File: src/rtl/knn_selector_if.sv
// Stream interface of the K-nearest selector: (distance, label) samples in,
// held array of K nearest labels plus publish pulse out.
interface knn_selector_if #(
  parameter int LBL_LEN  = 10,
  parameter int K_NUM    = 5,
  parameter int DIST_LEN = 12
);
  localparam int CNT_W = $clog2(K_NUM + 1);

  logic                in_valid;
  logic                in_ready;
  logic [DIST_LEN-1:0] in_dist;
  logic [LBL_LEN-1:0]  in_lbl;
  logic                in_last;
  logic [LBL_LEN-1:0]  outL [K_NUM];
  logic                out_valid;
  logic [CNT_W-1:0]    out_count;

  modport master (
    output in_valid, in_dist, in_lbl, in_last,
    input  in_ready, outL, out_valid, out_count
  );

  modport slave (
    input  in_valid, in_dist, in_lbl, in_last,
    output in_ready, outL, out_valid, out_count
  );
endinterface

File: src/rtl/knn_selector.sv
// Streaming K-nearest selector: keeps the K_NUM smallest distances of a frame
// in a sorted slot array and publishes their labels when the frame ends.
module knn_selector #(
  parameter int LBL_LEN  = 10,
  parameter int K_NUM    = 5,
  parameter int DIST_LEN = 12
) (
  input  logic           clk,
  input  logic           rst_n,
  knn_selector_if.slave  bus
);
  localparam int CNT_W = $clog2(K_NUM + 1);

  typedef enum logic {S_COLLECT, S_PUBLISH} state_t;

  state_t              state;
  logic [DIST_LEN-1:0] slot_dist [K_NUM];
  logic [LBL_LEN-1:0]  slot_lbl  [K_NUM];
  logic [K_NUM-1:0]    slot_valid;
  logic [CNT_W-1:0]    count;
  logic [K_NUM-1:0]    lt;
  logic                accept;

  assign accept = bus.in_valid && bus.in_ready;

  // An empty slot always accepts, so an all-ones distance still finds a home.
  always_comb begin
    lt = '0;
    for (int i = 0; i < K_NUM; i++) begin
      lt[i] = (bus.in_dist < slot_dist[i]) || !slot_valid[i];
    end
  end

  always_ff @(posedge clk or negedge rst_n) begin
    if (!rst_n) begin
      state         <= S_COLLECT;
      count         <= '0;
      slot_valid    <= '0;
      bus.in_ready  <= 1'b0;
      bus.out_valid <= 1'b0;
      bus.out_count <= '0;
      for (int i = 0; i < K_NUM; i++) begin
        slot_dist[i] <= '1;
        slot_lbl[i]  <= '0;
        bus.outL[i]  <= '0;
      end
    end else begin
      case (state)
        S_COLLECT: begin
          bus.out_valid <= 1'b0;
          bus.in_ready  <= 1'b1;
          if (accept) begin
            // Parallel compare-shift: the last slot's entry falls off the end.
            if (lt[0]) begin
              slot_dist[0]  <= bus.in_dist;
              slot_lbl[0]   <= bus.in_lbl;
              slot_valid[0] <= 1'b1;
            end
            for (int i = 1; i < K_NUM; i++) begin
              if (lt[i-1]) begin
                slot_dist[i]  <= slot_dist[i-1];
                slot_lbl[i]   <= slot_lbl[i-1];
                slot_valid[i] <= slot_valid[i-1];
              end else if (lt[i]) begin
                slot_dist[i]  <= bus.in_dist;
                slot_lbl[i]   <= bus.in_lbl;
                slot_valid[i] <= 1'b1;
              end
            end
            if (count != CNT_W'(K_NUM)) begin
              count <= count + 1'b1;
            end
            if (bus.in_last) begin
              state        <= S_PUBLISH;
              bus.in_ready <= 1'b0;
            end
          end
        end

        S_PUBLISH: begin
          // Unfilled entries repeat the nearest label so a divide-by-K average
          // downstream stays inside the real label cluster.
          for (int i = 0; i < K_NUM; i++) begin
            bus.outL[i]  <= slot_valid[i] ? slot_lbl[i] : slot_lbl[0];
            slot_dist[i] <= '1;
            slot_lbl[i]  <= '0;
          end
          bus.out_count <= count;
          bus.out_valid <= 1'b1;
          slot_valid    <= '0;
          count         <= '0;
          bus.in_ready  <= 1'b1;
          state         <= S_COLLECT;
        end

        default: begin
          state <= S_COLLECT;
        end
      endcase
    end
  end
endmodule

File: src/flat_wrapper.sv
// flat-port wrapper written by rule: the top's interface ports become plain ports
module knn_selector_flat 
#(
  parameter int LBL_LEN  = 10,
  parameter int K_NUM    = 5,
  parameter int DIST_LEN = 12
)
  (clk, rst_n, bus_in_valid, bus_in_dist, bus_in_lbl, bus_in_last, bus_in_ready, bus_outL, bus_out_valid, bus_out_count);
  knn_selector_if #(.LBL_LEN(LBL_LEN), .K_NUM(K_NUM), .DIST_LEN(DIST_LEN)) bus_i ();
  input  logic clk;
  input  logic rst_n;
  input wire logic [$bits(bus_i.in_valid)-1:0] bus_in_valid;
  input wire logic [$bits(bus_i.in_dist)-1:0] bus_in_dist;
  input wire logic [$bits(bus_i.in_lbl)-1:0] bus_in_lbl;
  input wire logic [$bits(bus_i.in_last)-1:0] bus_in_last;
  output wire logic [$bits(bus_i.in_ready)-1:0] bus_in_ready;
  output wire logic [$bits(bus_i.outL)-1:0] bus_outL;
  output wire logic [$bits(bus_i.out_valid)-1:0] bus_out_valid;
  output wire logic [$bits(bus_i.out_count)-1:0] bus_out_count;
  assign bus_i.in_valid = bus_in_valid;
  assign bus_i.in_dist = bus_in_dist;
  assign bus_i.in_lbl = bus_in_lbl;
  assign bus_i.in_last = bus_in_last;
  assign bus_in_ready = bus_i.in_ready;
  assign bus_outL = {>>{bus_i.outL}};
  assign bus_out_valid = bus_i.out_valid;
  assign bus_out_count = bus_i.out_count;
  knn_selector #(.LBL_LEN(LBL_LEN), .K_NUM(K_NUM), .DIST_LEN(DIST_LEN)) u_core (.clk(clk), .rst_n(rst_n), .bus(bus_i));
endmodule
File: config.mk
export PLATFORM = sky130hd
export DESIGN_NAME = knn_selector_flat
export DESIGN_NICKNAME = d
export VERILOG_FILES = /design/src/rtl/knn_selector_if.sv /design/src/rtl/knn_selector.sv /design/src/flat_wrapper.sv
export SDC_FILE = /design/constraint.sdc
export NUM_CORES = 1
export LEC_CHECK = 0
export ABC_AREA = 1
export CAP_MARGIN = 15
export CORE_ASPECT_RATIO = 1.2
export CORE_UTILIZATION = 60
export CTS_BUF_LIST = sky130_fd_sc_hd__clkbuf_4 sky130_fd_sc_hd__clkbuf_8
export DETAILED_ROUTE_END_ITERATION = 10
export PLACE_DENSITY = 0.83
export REMOVE_ABC_BUFFERS = 1
export SETUP_SLACK_MARGIN = 0.05
export SYNTH_ARGS = -nofsm -noshare
export SYNTH_HDL_FRONTEND = slang
export SYNTH_SLANG_ARGS = --single-unit
export TNS_END_PERCENT = 100
File: constraint.sdc
create_clock -name clk -period 2.3 [get_ports clk]
set_input_delay 0.46 -clock clk [delete_from_list [all_inputs] [get_ports clk]]
set_output_delay 0.46 -clock clk [all_outputs]
set_load 0.02 [all_outputs]
==> flow_summary.yaml <==
cells_and_area:
  fillerInstances: 1148
  area_growth_pct: 22.1
  nets: 1592
  layout.area.seq_um2: 4430
  final_util_pct: 76.0
  multiInputGateArea_um2: 5150
  drive_gt1_share_pct: 16.8
  antennaDiodeCount: 0
  layout.cells.non_filler: 1734
logic_synthesis:
  yosysTopAreaCell: "dfrtp_1"
  ys_seq_elements: 174
  netlist_instances: 1399
  synth_area_um2: 10200
  synth_common_cells: "482 x nand2_1, 228 x nand3_1, 114 x dfrtp_1"
  postSynthAreaPerCell_um2: 7.29
  yosys-top-cells-area: "dfrtp_1 28%, nand2_1 18%, dfstp_2 15%, nand3_1 11%, ha_1 7.0%"
  yosysTopAreaCellShare_pct: 28.0
  postSynth.asyncResetShare_pct: 100
  ys_seq_area_share_pct: 43.4
  ys.flop_type: "dfrtp_1"
  yosys_warnings: 0
  synth-edff-count: 0
  ys_types: 21
  synth.most_common_cell: "nand2_1"
clock_tree:
  clk_latency_ps: 490
  h-tree-depth: 4
  cts_tree: "yes"
  clock_sinks: 174
  cts_buffers: 17
  clockBufferDepth: 2
  ctsRootBufferMaster: "clkbuf_8"
  clk_pin_slew_worst_paths_ps: 100
sta:
  worst_pin_slew_ps: 866
  finalClockSkew_ps: 13.0
  setup-tns-final_ps: 0
  max_freq_mhz: 453
  finalSetupViolations: 0
  maxSlewViolCount: 0
  rsz0062_at_grt: "true"
  timing.slew.headroom_pct: 42.2
  holdWs_ps: 471
  finalHoldViolCount: 0
  min_period_over_period_pct: 96.0
  fin_crit_ps: 2210
  setup_ws_ps: 91.4
worst_setup_path:
  end_kind: "register"
  critPathLaunchType: "register"
  critPathKind: "reg2reg"
  cp_common_cell: "nand2_2"
  cp-endpoint: "u_core.slot_lbl[32]"
  r2r-end: "u_core.slot_lbl[32]"
  arrival_ps: 2590
  cp_max_fo: 7
  worstPathRequired_ps: 2680
  crit_chain: "inv_1 > ha_4 > nand2_2 > nor2_4 > nand2_2 > nor2_1 > nand2_1 > nand2_2 > nand2_2 > nand2_4 > buf_12 > nand2_4 > buf_6 > nand3_1 > nand2_1"
  crit_slowest_cell: "dfstp_2"
  crit_start: "u_core.slot_dist[59]"
  reg2reg_from: "u_core.slot_dist[59]"
  reg2regPathDepth: 15
  cpPeakStageDelay_ps: 540
  reg2reg_slack_ps: 90
pwr:
  switching_share_pct: 45.6
  p_clk_share_pct: 13.0
  p_comb_share_pct: 52.3
  vdd.ir_drop.worst_mv: 0.695
  power_leakage_uw: 0.00647
  powerDensity_nw_per_um2: 1360
  p_seq_share_pct: 34.7
  p_sw_uw: 7740
  internal-power_uw: 9220
placed_design:
  place.port_buffers: 80
  place_inst: 1686
  place_hpwl_um: 19100
  dp_slack_ps: -575
  gp_congestion: 0.903
route:
  via_per_inst: 5.86
  drc: 0
  drtPass1Iterations: 5
  wirelength_um: 29500
  wl_per_cell_um: 17.0
  drtAntennaViolNets: 0
  drt_iter0_markers: 1067
  vias: 10200
run_status:
  status: "completed"
global_routing:
  grt_pass1_vias: 9651
  overflow: 0
  grt.total_usage_pct: 34.2
  antenna_found_initial: 0
  grt_max_degree: 81
  grt_first_pass_wirelength_um: 46700
floorplanning:
  io_pins: 81
  fp-row-count: 51
  die-height_um: 145
  start_util_pct: 62.2
  die_w_um: 121
  die_area_um2: 17500
  core-area_um2: 16400
hold_path:
  min_path_type: "reg2reg"
run:
  cap_viol_max_count: 0
## worst max-delay path, delay by kind of cell, from the launching register on
family | cells | cell delay, ps
AND/OR/NAND/NOR | 11 | 970
buffers and inverters | 3 | 310
flip-flops | 1 | 540
adder cells (fa/ha/maj) | 1 | 270
## power by group through the flow
stage                     clock (uW)  sequential [uW]  combinational [uW]
after floorplan                    0             6260                4160
after global placement             0             5790                7690
after detailed placement           0             5840                7970
after CTS                       2200             5810                8100
after global routing            2310             6010                9800
final                           2200             5880                8880
## sequential cells by signal (all words and copies together) (netlist names)
register,flops
u_core.bus.in_ready,1
u_core.bus.outL,50
u_core.bus.out_count,3
u_core.bus.out_valid,1
u_core.count,3
u_core.slot_dist,60
u_core.slot_lbl,50
u_core.slot_valid,5
u_core.state,1
## cell families (layout without fill, tap and decap cells)
logic type,count (synthesis),count (layout),share of synthesized area [%]
simple gates,812,812,33.2
buf+inv,202,325,8.83
flops,174,174,43.4
compound gates,154,154,7.60
fa+ha+maj,57,57,6.99
## worst min-delay path by stage
stage,cells past startpoint,from,endpoint
2_1_floorplan,0,rst_n,u_core.bus.in_ready
3_3_place_gp,1,rst_n,u_core.bus.out_valid
3_5_place_dp,1,rst_n,u_core.bus.outL[11]
4_1_cts,2,u_core.slot_dist[7],u_core.slot_dist[7]
5_1_grt,2,u_core.slot_dist[10],u_core.slot_dist[10]
6_report,2,u_core.slot_dist[1],u_core.slot_dist[1]
## cell usage in the layout, fill, tap and decap left out, types with 2 or more instances in the layout
| cell type | count |
|---|---|
| nor2_4 | 4 |
| clkbuf_8 | 17 |
| ha_1 | 48 |
| a21oi_1 | 42 |
| dfstp_2 | 60 |
| nand2_1 | 462 |
| clkinv_4 | 2 |
| nor2_2 | 2 |
| nor2_1 | 81 |
| nand2_4 | 9 |
| dlygate4sd2_1 | 3 |
| inv_1 | 105 |
| clkinv_8 | 2 |
| buf_4 | 69 |
| nand2_2 | 23 |
| buf_6 | 14 |
| clkinvlp_4 | 3 |
| inv_2 | 7 |
| dfrtp_1 | 113 |
| inv_6 | 2 |
| buf_8 | 6 |
| o21ai_0 | 107 |
| clkdlybuf4s50_1 | 74 |
| ha_4 | 9 |
| a21oi_2 | 3 |
| nand3_2 | 3 |
| dlymetal6s2s_1 | 2 |
| inv_8 | 4 |
| nand2_8 | 2 |
| buf_12 | 9 |
| nand3_1 | 225 |
## metrics by stage
stage | area, um2 | total power (uW)
2_1_floorplan | 9730 | 10400
5_1_grt | 12500 | 18100
3_3_place_gp | 11500 | 13500
4_1_cts | 12000 | 16100
3_5_place_dp | 11500 | 13800
6_report | 12500 | 17000
## metal layers
layer	up-vias	wire [um]	global-route usage [%]
met3	109	2210	4.66
met4	0	1090	20.7
li1	4708	-	-
met5	-	0	0
met1	4765	11500	42.4
met2	576	14700	57.2
## what timing repair did
item                       in CTS  in global routing
buffers inserted                5                  9
gates cloned                    0                  1
setup endpoints to repair      78                105
resized for setup               8                 89
hold endpoints to repair       35                  0
hold buffers                    1                  0
pin swaps                       1                 27
## cell type report
| cell class | instances | area share (%) |
|---|---|---|
| Clock inverter | 14 | 1.28 |
| Clock buffer | 18 | 1.94 |
| Tap cell | 212 | 2.13 |
| Sequential cell | 174 | 35.6 |
| Inverter | 114 | 3.51 |
| Timing Repair Buffer | 179 | 14.2 |
| Multi-Input combinational cell | 1023 | 41.4 |
No activity file was read; power rests on OpenSTA's default activity.
==> patch, RTL diff (same settings) <==
`LBL_LEN` is set to 10 in 3 places; all go to 9.
--- a/src/rtl/knn_selector_if.sv
+++ b/src/rtl/knn_selector_if.sv
@@ -1,7 +1,7 @@
 // Stream interface of the K-nearest selector: (distance, label) samples in,
 // held array of K nearest labels plus publish pulse out.
 interface knn_selector_if #(
-  parameter int LBL_LEN  = 10,
+  parameter int LBL_LEN  = 9,
   parameter int K_NUM    = 5,
   parameter int DIST_LEN = 12
 );
--- a/src/rtl/knn_selector.sv
+++ b/src/rtl/knn_selector.sv
@@ -1,7 +1,7 @@
 // Streaming K-nearest selector: keeps the K_NUM smallest distances of a frame
 // in a sorted slot array and publishes their labels when the frame ends.
 module knn_selector #(
-  parameter int LBL_LEN  = 10,
+  parameter int LBL_LEN  = 9,
   parameter int K_NUM    = 5,
   parameter int DIST_LEN = 12
 ) (
--- a/src/flat_wrapper.sv
+++ b/src/flat_wrapper.sv
@@ -1,7 +1,7 @@
 // flat-port wrapper written by rule: the top's interface ports become plain ports
 module knn_selector_flat 
 #(
-  parameter int LBL_LEN  = 10,
+  parameter int LBL_LEN  = 9,
   parameter int K_NUM    = 5,
   parameter int DIST_LEN = 12
 )
Interface: changed (resized bus_in_lbl and bus_outL); port bits go from 81 to 75. No check against the original RTL was run, so the function may have changed too.
==> patch against the original RTL <==
Synthesized cell count down 9.9%; routed wire length is 4.3% lower; area after synthesis fell by 6.2%; sequential cell count is 10 lower; design area shrank 2.9%; worst setup slack worse by 0.054 ns; sequential power is 8.2% lower; total power down 4.8%; via count shrank 6.0%; sequential share of layout area is 1.0 points lower; critical path type unchanged.
==> patch: results (changes against the original RTL) <==
| Metric | Value |
|---|---|
| Die area | 0.01646 mm2 (was 0.01753 mm2) |
| Multi-input gate count | 912 (was 1023) |
| Synth Area in Compound Gates | 0.09673 (was 0.07604) |
| Setup Fix Bufs, Post-CTS | 0 (was 5) |
| Setup WS pre-CTS | -0.5236 ns (was -0.5754 ns) |
| Filler Cells Inserted | 1020 (was 1148) |
| Crit path arrival time | 2.69 ns (was 2.59 ns) |
| Biggest regs | u_core.slot_dist: 60 flops, u_core.bus.outL: 45 flops, u_core.slot_lbl: 45 flops (was u_core.slot_dist: 60 flops, u_core.bus.outL: 50 flops, u_core.slot_lbl: 50 flops) |
| Vias in the first global route | 8875 (was 9651) |
| Met1 Wirelength | 10350 um (was 11470 um) |
| Port-buffer cells | 74 (was 80) |
| Pin count of the biggest net entering global routing | 64 (was 81) |
| Leakage dissipation | 6.114 nW (was 6.473 nW) |
| Main area contributors after synthesis | dfrtp_1 27%, dfstp_2 16%, nand2_1 14% (was dfrtp_1 28%, nand2_1 18%, dfstp_2 15%) |
| Status | finished clean (unchanged) |
| First-pass GRT wire length | 42700 um (was 46700 um) |
| Non-clk bufs | 171 (was 179) |
| FF-to-FF End | u_core.slot_lbl[13] (was u_core.slot_lbl[32]) |
| Sequential area share after synthesis | 0.4366 (was 0.4341) |
| Critical-path maximum fanout | 5 (was 7) |
| Cell depth of the worst flop-to-flop path | 14 (was 15) |
| Mapped Cells | 1260 (was 1399) |
| DPL Wire Length | 17860 um (was 19130 um) |
| FF/Latch Area | 0.004179 mm2 (was 0.004431 mm2) |
| Top cells by count, synth | 358 x nand2_1, 216 x nand3_1, 106 x inv_1 (was 482 x nand2_1, 228 x nand3_1, 114 x dfrtp_1) |
| R2R setup slack | 0.04 ns (was 0.09 ns) |
| DRT iter0 DRCs | 917 (was 1067) |
| Non-clock inverter count in the final layout | 111 (was 114) |
| Worst Skew | 0.009384 ns (was 0.01305 ns) |
| Layout cells sized above 1 | 0.2137 (was 0.1682) |
| Netlist cell types | 24 (was 21) |
| Critical R2R Launch | u_core.slot_dist[17] (was u_core.slot_dist[59]) |
| Fraction of area in multi-input gates | 0.4169 (was 0.4135) |
patch: cells by family after synthesis:
group,Yosys count
AO/OA/AOI/OAI,166
AND/OR/NAND/NOR,688
flip-flops,164
buffers and inverters,185
adder cells (fa/ha/maj),57
patch: how the worst max path moves through the flow:
stage,startpoint,end,slack (ns),cells after the start
after floorplan,u_core.state,u_core.slot_lbl[0],-1.38,6
after global routing,u_core.slot_dist[17],u_core.slot_lbl[13],-0.04,14
after CTS,u_core.slot_dist[19],u_core.slot_lbl[11],0.05,14
final,u_core.slot_dist[17],u_core.slot_lbl[13],0.04,14
after global placement,bus_in_dist[7],u_core.slot_lbl[12],-0.42,14
after detailed placement,bus_in_dist[7],u_core.slot_lbl[11],-0.52,14
patch: report_power, final:
part	leakage (nW)	internal, mW	total (mW)	switching (mW)
clock	0.203	0.993	2.20	1.21
combinational	3.96	3.53	8.55	5.02
sequential	1.95	4.42	5.40	0.977
